==> src/rtl/rggen_command_arbiter_pkg.sv <==
// rggen_arbiter_pkg: shared types, status codes and index helper for the command arbiter.
package rggen_arbiter_pkg;
    typedef enum logic {
        IDLE,
        COMMAND
    } rggen_arbiter_state_e;

    localparam logic [1:0] RGGEN_OKAY   = 2'b00;
    localparam logic [1:0] RGGEN_SLVERR = 2'b01;

    function automatic int rotate_index(input int base, input int offset, input int width);
        return (base + offset) % width;
    endfunction
endpackage

==> src/rtl/rggen_command_arbiter_if.sv <==
// rggen_command_arbiter_if: host-side requests plus the shared register-block command/response port.
interface rggen_command_arbiter_if #(
    parameter int HOSTS         = 2,
    parameter int ADDRESS_WIDTH = 16,
    parameter int DATA_WIDTH    = 32
);
    logic [HOSTS-1:0]                    i_host_command_valid;
    logic [HOSTS-1:0]                    i_host_read;
    logic [HOSTS-1:0][ADDRESS_WIDTH-1:0] i_host_address;
    logic [HOSTS-1:0][DATA_WIDTH-1:0]    i_host_write_data;
    logic [HOSTS-1:0]                    o_host_response_ready;
    logic [DATA_WIDTH-1:0]               o_host_read_data;
    logic [1:0]                          o_host_status;
    logic                                o_command_valid;
    logic                                o_read;
    logic [ADDRESS_WIDTH-1:0]            o_address;
    logic [DATA_WIDTH-1:0]               o_write_data;
    logic                                i_response_ready;
    logic [DATA_WIDTH-1:0]               i_read_data;
    logic [1:0]                          i_status;

    modport slave (
        input  i_host_command_valid, i_host_read, i_host_address, i_host_write_data,
        input  i_response_ready, i_read_data, i_status,
        output o_host_response_ready, o_host_read_data, o_host_status,
        output o_command_valid, o_read, o_address, o_write_data
    );

    modport master (
        output i_host_command_valid, i_host_read, i_host_address, i_host_write_data,
        output i_response_ready, i_read_data, i_status,
        input  o_host_response_ready, o_host_read_data, o_host_status,
        input  o_command_valid, o_read, o_address, o_write_data
    );
endinterface

==> src/rtl/rggen_round_robin_select.sv <==
// rggen_round_robin_select: one-hot rotating-priority pick, search starts just after i_last_grant.
module rggen_round_robin_select
    import rggen_arbiter_pkg::*;
#(
    parameter  int WIDTH = 2,
    localparam int IW    = (WIDTH > 1) ? $clog2(WIDTH) : 1
) (
    input  logic [WIDTH-1:0] i_request,
    input  logic [IW-1:0]    i_last_grant,
    output logic [WIDTH-1:0] o_grant,
    output logic [IW-1:0]    o_grant_index
);
    logic [IW-1:0] w_idx;

    // Walk from farthest to nearest so the closest requester after last_grant wins.
    always_comb begin
        o_grant       = '0;
        o_grant_index = '0;
        w_idx         = '0;
        for (int i = WIDTH; i >= 1; i--) begin
            w_idx = IW'(rotate_index(int'(i_last_grant), i, WIDTH));
            if (i_request[w_idx]) begin
                o_grant       = WIDTH'(1) << w_idx;
                o_grant_index = w_idx;
            end
        end
    end
endmodule

==> src/rtl/rggen_command_arbiter.sv <==
// rggen_command_arbiter: round-robin share of one register-block port between HOSTS bridges,
// with a timeout that answers SLVERR when the register block stays silent.
module rggen_command_arbiter
    import rggen_arbiter_pkg::*;
#(
    parameter int HOSTS          = 2,
    parameter int ADDRESS_WIDTH  = 16,
    parameter int DATA_WIDTH     = 32,
    parameter int TIMEOUT_CYCLES = 64
) (
    input logic                     clk,
    input logic                     rst,
    rggen_command_arbiter_if.slave  io_bus
);
    localparam int LW = $clog2(HOSTS);
    localparam int TW = (TIMEOUT_CYCLES > 0) ? $clog2(TIMEOUT_CYCLES + 1) : 1;
    localparam logic [TW-1:0] TLAST = TW'(TIMEOUT_CYCLES - 1);

    rggen_arbiter_state_e     r_state;
    rggen_arbiter_state_e     w_next_state;
    logic [HOSTS-1:0]         r_grant;
    logic [LW-1:0]            r_last_grant;
    logic                     r_read;
    logic [ADDRESS_WIDTH-1:0] r_address;
    logic [DATA_WIDTH-1:0]    r_write_data;
    logic [TW-1:0]            r_timeout_count;
    logic [HOSTS-1:0]         w_grant;
    logic [LW-1:0]            w_grant_index;
    logic                     w_start;
    logic                     w_response;
    logic                     w_timeout;
    logic                     w_done;

    rggen_round_robin_select #(
        .WIDTH (HOSTS)
    ) u_select (
        .i_request     (io_bus.i_host_command_valid),
        .i_last_grant  (r_last_grant),
        .o_grant       (w_grant),
        .o_grant_index (w_grant_index)
    );

    always_ff @(posedge clk or posedge rst) begin
        if (rst) r_state <= IDLE;
        else     r_state <= w_next_state;
    end

    // A real response on the timeout cycle takes precedence over the abort.
    always_comb begin
        w_start      = (r_state == IDLE) && |io_bus.i_host_command_valid;
        w_response   = (r_state == COMMAND) && io_bus.i_response_ready;
        w_timeout    = (TIMEOUT_CYCLES != 0) && (r_state == COMMAND) &&
                       !io_bus.i_response_ready && (r_timeout_count == TLAST);
        w_done       = w_response || w_timeout;
        w_next_state = w_start ? COMMAND : w_done ? IDLE : r_state;
    end

    always_ff @(posedge clk or posedge rst) begin
        if (rst) begin
            r_grant         <= '0;
            r_last_grant    <= LW'(HOSTS - 1);
            r_read          <= 1'b0;
            r_address       <= '0;
            r_write_data    <= '0;
            r_timeout_count <= '0;
        end else begin
            if (w_start) begin
                r_grant      <= w_grant;
                r_last_grant <= w_grant_index;
                r_read       <= io_bus.i_host_read[w_grant_index];
                r_address    <= io_bus.i_host_address[w_grant_index];
                r_write_data <= io_bus.i_host_write_data[w_grant_index];
            end
            if (w_start)
                r_timeout_count <= '0;
            else if ((r_state == COMMAND) && !io_bus.i_response_ready)
                r_timeout_count <= r_timeout_count + TW'(1);
        end
    end

    assign io_bus.o_command_valid       = (r_state == COMMAND);
    assign io_bus.o_read                = r_read;
    assign io_bus.o_address             = r_address;
    assign io_bus.o_write_data          = r_write_data;
    assign io_bus.o_host_response_ready = w_done ? r_grant : '0;
    assign io_bus.o_host_read_data      = w_response ? io_bus.i_read_data : '0;
    assign io_bus.o_host_status         = w_response ? io_bus.i_status :
                                          w_timeout  ? RGGEN_SLVERR : RGGEN_OKAY;
endmodule

==> src/flat_wrapper.sv <==
// flat-port wrapper written by rule: the top's interface ports become plain ports
module rggen_command_arbiter_flat import rggen_arbiter_pkg::*;
#(
    parameter int HOSTS          = 2,
    parameter int ADDRESS_WIDTH  = 16,
    parameter int DATA_WIDTH     = 32,
    parameter int TIMEOUT_CYCLES = 64
)
  (clk, rst, io_bus_i_host_command_valid, io_bus_i_host_read, io_bus_i_host_address, io_bus_i_host_write_data, io_bus_i_response_ready, io_bus_i_read_data, io_bus_i_status, io_bus_o_host_response_ready, io_bus_o_host_read_data, io_bus_o_host_status, io_bus_o_command_valid, io_bus_o_read, io_bus_o_address, io_bus_o_write_data);
  rggen_command_arbiter_if #(.HOSTS(HOSTS), .ADDRESS_WIDTH(ADDRESS_WIDTH), .DATA_WIDTH(DATA_WIDTH)) io_bus_i ();
  input logic clk;
  input logic rst;
  input wire logic [$bits(io_bus_i.i_host_command_valid)-1:0] io_bus_i_host_command_valid;
  input wire logic [$bits(io_bus_i.i_host_read)-1:0] io_bus_i_host_read;
  input wire logic [$bits(io_bus_i.i_host_address)-1:0] io_bus_i_host_address;
  input wire logic [$bits(io_bus_i.i_host_write_data)-1:0] io_bus_i_host_write_data;
  input wire logic [$bits(io_bus_i.i_response_ready)-1:0] io_bus_i_response_ready;
  input wire logic [$bits(io_bus_i.i_read_data)-1:0] io_bus_i_read_data;
  input wire logic [$bits(io_bus_i.i_status)-1:0] io_bus_i_status;
  output wire logic [$bits(io_bus_i.o_host_response_ready)-1:0] io_bus_o_host_response_ready;
  output wire logic [$bits(io_bus_i.o_host_read_data)-1:0] io_bus_o_host_read_data;
  output wire logic [$bits(io_bus_i.o_host_status)-1:0] io_bus_o_host_status;
  output wire logic [$bits(io_bus_i.o_command_valid)-1:0] io_bus_o_command_valid;
  output wire logic [$bits(io_bus_i.o_read)-1:0] io_bus_o_read;
  output wire logic [$bits(io_bus_i.o_address)-1:0] io_bus_o_address;
  output wire logic [$bits(io_bus_i.o_write_data)-1:0] io_bus_o_write_data;
  assign io_bus_i.i_host_command_valid = io_bus_i_host_command_valid;
  assign io_bus_i.i_host_read = io_bus_i_host_read;
  assign io_bus_i.i_host_address = io_bus_i_host_address;
  assign io_bus_i.i_host_write_data = io_bus_i_host_write_data;
  assign io_bus_i.i_response_ready = io_bus_i_response_ready;
  assign io_bus_i.i_read_data = io_bus_i_read_data;
  assign io_bus_i.i_status = io_bus_i_status;
  assign io_bus_o_host_response_ready = io_bus_i.o_host_response_ready;
  assign io_bus_o_host_read_data = io_bus_i.o_host_read_data;
  assign io_bus_o_host_status = io_bus_i.o_host_status;
  assign io_bus_o_command_valid = io_bus_i.o_command_valid;
  assign io_bus_o_read = io_bus_i.o_read;
  assign io_bus_o_address = io_bus_i.o_address;
  assign io_bus_o_write_data = io_bus_i.o_write_data;
  rggen_command_arbiter #(.HOSTS(HOSTS), .ADDRESS_WIDTH(ADDRESS_WIDTH), .DATA_WIDTH(DATA_WIDTH), .TIMEOUT_CYCLES(TIMEOUT_CYCLES)) u_core (.clk(clk), .rst(rst), .io_bus(io_bus_i));
endmodule
==> config.mk <==
export PLATFORM = sky130hd
export DESIGN_NAME = rggen_command_arbiter_flat
export DESIGN_NICKNAME = d
export VERILOG_FILES = /design/src/rtl/rggen_command_arbiter_pkg.sv /design/src/rtl/rggen_command_arbiter_if.sv /design/src/rtl/rggen_round_robin_select.sv /design/src/rtl/rggen_command_arbiter.sv /design/src/flat_wrapper.sv
export SDC_FILE = /design/constraint.sdc
export NUM_CORES = 1
export LEC_CHECK = 0
export CAP_MARGIN = 20
export CELL_PAD_IN_SITES_DETAIL_PLACEMENT = 0
export CELL_PAD_IN_SITES_GLOBAL_PLACEMENT = 2
export CORE_ASPECT_RATIO = 0.5
export CORE_MARGIN = 2
export CORE_UTILIZATION = 28
export DETAILED_ROUTE_END_ITERATION = 16
export DONT_BUFFER_PORTS = 1
export GPL_TIMING_DRIVEN = 0
export PLACE_DENSITY = 0.84
export SYNTH_ARGS = -nofsm -noshare
export SYNTH_HDL_FRONTEND = slang
export SYNTH_SLANG_ARGS = --single-unit
export TNS_END_PERCENT = 5
==> constraint.sdc <==
create_clock -name clk -period 2 [get_ports clk]
set_input_delay 0.4 -clock clk [delete_from_list [all_inputs] [get_ports clk]]
set_output_delay 0.4 -clock clk [all_outputs]
set_load 0.02 [all_outputs]
==> qor.log <==
[sta] Highest Clock Rate 520 MHz
[placement] global placement routability congestion 0.800
[clocking] Worst-Skew Late Latency 320 ps
[yosys] number of nets in the synthesized netlist 503
[yosys] Post-Synthesis Cell Area 3010 sq um
[critical_path] Worst EP arrival 1520 ps
[yosys] library cells used by synthesis 29
[global_routing] sum of overflow across all layers after global routing 0
[yosys] Avg Inst Size Synth 8.26 sq um
[route] antenna violation net count after detailed routing 0
[yosys] FF+latch count, synth 60
[layout] non-filler instance count after layout 527
[layout] area delta synth->final 18.6%
[placement] port buffer count 0
[yosys] portion of synthesized cell area occupied by the leading cell type 0.490
[route] via/cell ratio 5.13
[clocking] CTS tree done
[yosys] most area-hungry cell type in the Yosys netlist sky130_fd_sc_hd__dfrtp_1
[clocking] Worst-path clk slew 50 ps
[floorplan] number of I/O pins 223
[placement] number of placed cells counting well taps 506
[global_routing] wire length of the first global-routing pass 14700 um
[layout] count of inserted antenna diode cells 0
[pwr] Leakage Power 1.62 nW
[sta] final setup violation count 0
[sta] relative slew slack 0.656
[placement] Worst Setup Slack post-DPL -80.0 ps
[placement] post-detailed-placement half-perimeter wirelength 7220 um
[layout] multi-input gate area in the final layout 1410 sq um
[route] per-cell routed wire length 18.7 um
[layout] Filler cells 1117
[clocking] depth of the CTS H-tree 3
[global_routing] GRT Util Overall 0.164
[yosys] part of the Yosys area used for sequential elements 0.499
[layout] share of layout cells above drive strength 1 0.150
[sta] actual slew at the worst max-slew pin 516 ps
[outcome] result of the run finished clean
[sta] worst hold slack 192 ps
[sta] total count of max-transition violations in the final report 0
[hold_path] path category of the worst min-delay check primary input to flip-flop
[global_routing] maximum number of pins on one net before global-route repair 41
[floorplan] initial core utilization 0.291
[sta] Hold Violations, Final 0
[floorplan] full die area 11700 sq um
[floorplan] Std-Cell Rows 26
[sta] post-layout min period 1920 ps
[yosys] synthesized instance count 365
[route] detailed-route wire length 9850 um
[sta] setup repair after global routing missed its margin yes
[critical_path] endpoint class of the critical path output pin
[critical_path] worst endpoint required time 1600 ps
[pwr] IR drop worst, VDD 0.377 mV
[layout] Util after Layout 0.345
[floorplan] vertical die dimension 77.4 um
[critical_path] startpoint type of the worst setup path flip-flop
[yosys] largest cells by area after synthesis sky130_fd_sc_hd__dfrtp_1 (49%), sky130_fd_sc_hd__a21oi_1 (17%), sky130_fd_sc_hd__and3_1 (7.3%)
[layout] area taken by flip-flops and latches 1500 sq um
[floorplan] core area 10300 sq um
[critical_path] Max FO, Critical Path 10
[run] count of max-cap constraint violations 0
[yosys] synth warn 0
[sta] Final period util 0.962
[route] total vias in the final route 2706
[clocking] number of buffers created by CTS 9
[route] number of remaining DRC errors 0
[route] count of routing violations after the opening detailed-route iteration 124
[pwr] Power Density 1480 nW/um^2
[global_routing] number of antenna violations at the first check in global routing 0
[floorplan] die outline width 151 um
[route] TritonRoute pass-1 iters 5
[layout] number of nets in the finished design 520
[clocking] number of sinks driven by the clock tree 60
[clocking] maximum root-to-sink buffer count 2
[clocking] CTS Root Cell sky130_fd_sc_hd__clkbuf_16
[sta] worst setup skew after layout 8.12 ps
[critical_path] CP Class flip-flop to output pin
[global_routing] number of global-route vias before repair 2622
[sta] smallest setup slack after layout 75.2 ps
## cells in the mapped netlist
cell type	count
sky130_fd_sc_hd__o21a_1	1
sky130_fd_sc_hd__buf_1	2
sky130_fd_sc_hd__o21ba_2	1
sky130_fd_sc_hd__nor2b_1	2
sky130_fd_sc_hd__a21bo_2	1
sky130_fd_sc_hd__dfstp_2	1
sky130_fd_sc_hd__a21boi_2	1
sky130_fd_sc_hd__inv_1	2
sky130_fd_sc_hd__nand3_1	3
sky130_fd_sc_hd__mux2i_1	3
sky130_fd_sc_hd__o41ai_1	3
sky130_fd_sc_hd__nor2_1	49
sky130_fd_sc_hd__o31ai_1	1
sky130_fd_sc_hd__nand2b_1	2
sky130_fd_sc_hd__and3_1	35
sky130_fd_sc_hd__nand4_1	2
sky130_fd_sc_hd__dfrtp_1	59
sky130_fd_sc_hd__buf_2	10
sky130_fd_sc_hd__ha_1	1
sky130_fd_sc_hd__o21ai_0	3
sky130_fd_sc_hd__o311ai_0	2
sky130_fd_sc_hd__nor3_1	1
sky130_fd_sc_hd__nand2_1	58
sky130_fd_sc_hd__clkbuf_1	13
sky130_fd_sc_hd__o22a_1	1
sky130_fd_sc_hd__buf_4	6
sky130_fd_sc_hd__a21oi_1	100
sky130_fd_sc_hd__and2_1	1
sky130_fd_sc_hd__o21bai_2	1
## final cells by class
type | instances | share of cell area
tap | 140 | 0.0490
clock buffer | 14 | 0.0711
timing repair buffer | 6 | 0.0158
inverter | 2 | 0.00210
clock inverter | 2 | 0.00280
buffer | 31 | 0.0438
multi-input combinational | 272 | 0.395
sequential | 60 | 0.421
## state kept, by name (all words and copies together), names as in the netlist
| register | cells |
|---|---|
| u_core.io_bus.o_command_valid | 1 |
| u_core.io_bus.o_read | 1 |
| u_core.r_grant | 2 |
| u_core.r_timeout_count | 7 |
| u_core.r_last_grant | 1 |
| u_core.io_bus.o_write_data | 32 |
| u_core.io_bus.o_address | 16 |
## power by group
group,internal [mW],switching [mW]
combinational,0.500,0.820
clock,0.869,0.528
sequential,1.68,0.886
total,3.05,2.23
## layer usage
| metal | GRT usage | wire (um) | share of wire |
|---|---|---|---|
| met5 | 0 | 0 | 0 |
| met4 | 0.0673 | 223 | 0.023 |
| met3 | 0.0447 | 607 | 0.062 |
| met2 | 0.257 | 4740 | 0.48 |
| met1 | 0.216 | 4270 | 0.43 |
## cell usage in the layout (no fill, tap or decap), types with 2 or more instances in the layout
cell type	instances
sky130_fd_sc_hd__dfrtp_1	58
sky130_fd_sc_hd__o311ai_0	2
sky130_fd_sc_hd__clkinv_2	2
sky130_fd_sc_hd__and3_2	10
sky130_fd_sc_hd__nor2_1	49
sky130_fd_sc_hd__clkbuf_1	15
sky130_fd_sc_hd__buf_1	3
sky130_fd_sc_hd__and3_1	23
sky130_fd_sc_hd__and3_4	2
sky130_fd_sc_hd__o21ai_0	3
sky130_fd_sc_hd__nand3_1	2
sky130_fd_sc_hd__nand4_1	2
sky130_fd_sc_hd__nand2_1	57
sky130_fd_sc_hd__buf_2	10
sky130_fd_sc_hd__o41ai_1	3
sky130_fd_sc_hd__nor2b_1	2
sky130_fd_sc_hd__nand2b_1	2
sky130_fd_sc_hd__buf_4	10
sky130_fd_sc_hd__a21oi_1	100
sky130_fd_sc_hd__clkbuf_16	9
sky130_fd_sc_hd__mux2i_1	3
## worst max-delay path, stage by stage, from the launching register on
cell and delay (ps):
sky130_fd_sc_hd__dfrtp_2 490, sky130_fd_sc_hd__buf_4 210, sky130_fd_sc_hd__clkbuf_2 210, sky130_fd_sc_hd__and3_2 290
## cell families after synthesis
logic type | Yosys count | share of synthesized area
simple gates | 153 | 0.227
compound gates | 115 | 0.208
flops | 60 | 0.499
buf+inv | 33 | 0.0527
mux | 3 | 0.00996
fa+ha+maj | 1 | 0.00415
## final timing paths
path	cells past startpoint	end	slack, ps	start
max	3	io_bus_o_host_read_data[13]	80	u_core.io_bus.o_command_valid
min	2	u_core.r_last_grant	190	io_bus_i_host_command_valid[1]
max reg2reg	5	u_core.r_timeout_count[5]	390	u_core.io_bus.o_command_valid
min reg2reg	2	u_core.r_grant[1]	480	u_core.r_grant[1]
max in group asynchronous	3	u_core.r_last_grant	780	rst
min in group asynchronous	2	u_core.io_bus.o_write_data[1]	570	rst
## timing repair
item / CTS / global route
setup buffers: 3 / 1
pin swaps: 2 / 2
resized for setup: 16 / 10
hold buffers: 1 / 0
setup endpoints to repair: 28 / 15
endpoints found under the hold margin: 20 / 0
## through the flow
step           cell area (sq um)  total power [mW]  TNS (ps)
2_1_floorplan               3010              3.46         0
3_3_place_gp                3190              3.81    -43770
3_5_place_dp                3210              3.84      -517
4_1_cts                     3540              5.32     -17.5
5_1_grt                     3570              5.63     -54.1
6_report                    3570              5.28         0
No activity file was read; power rests on OpenSTA's default activity.
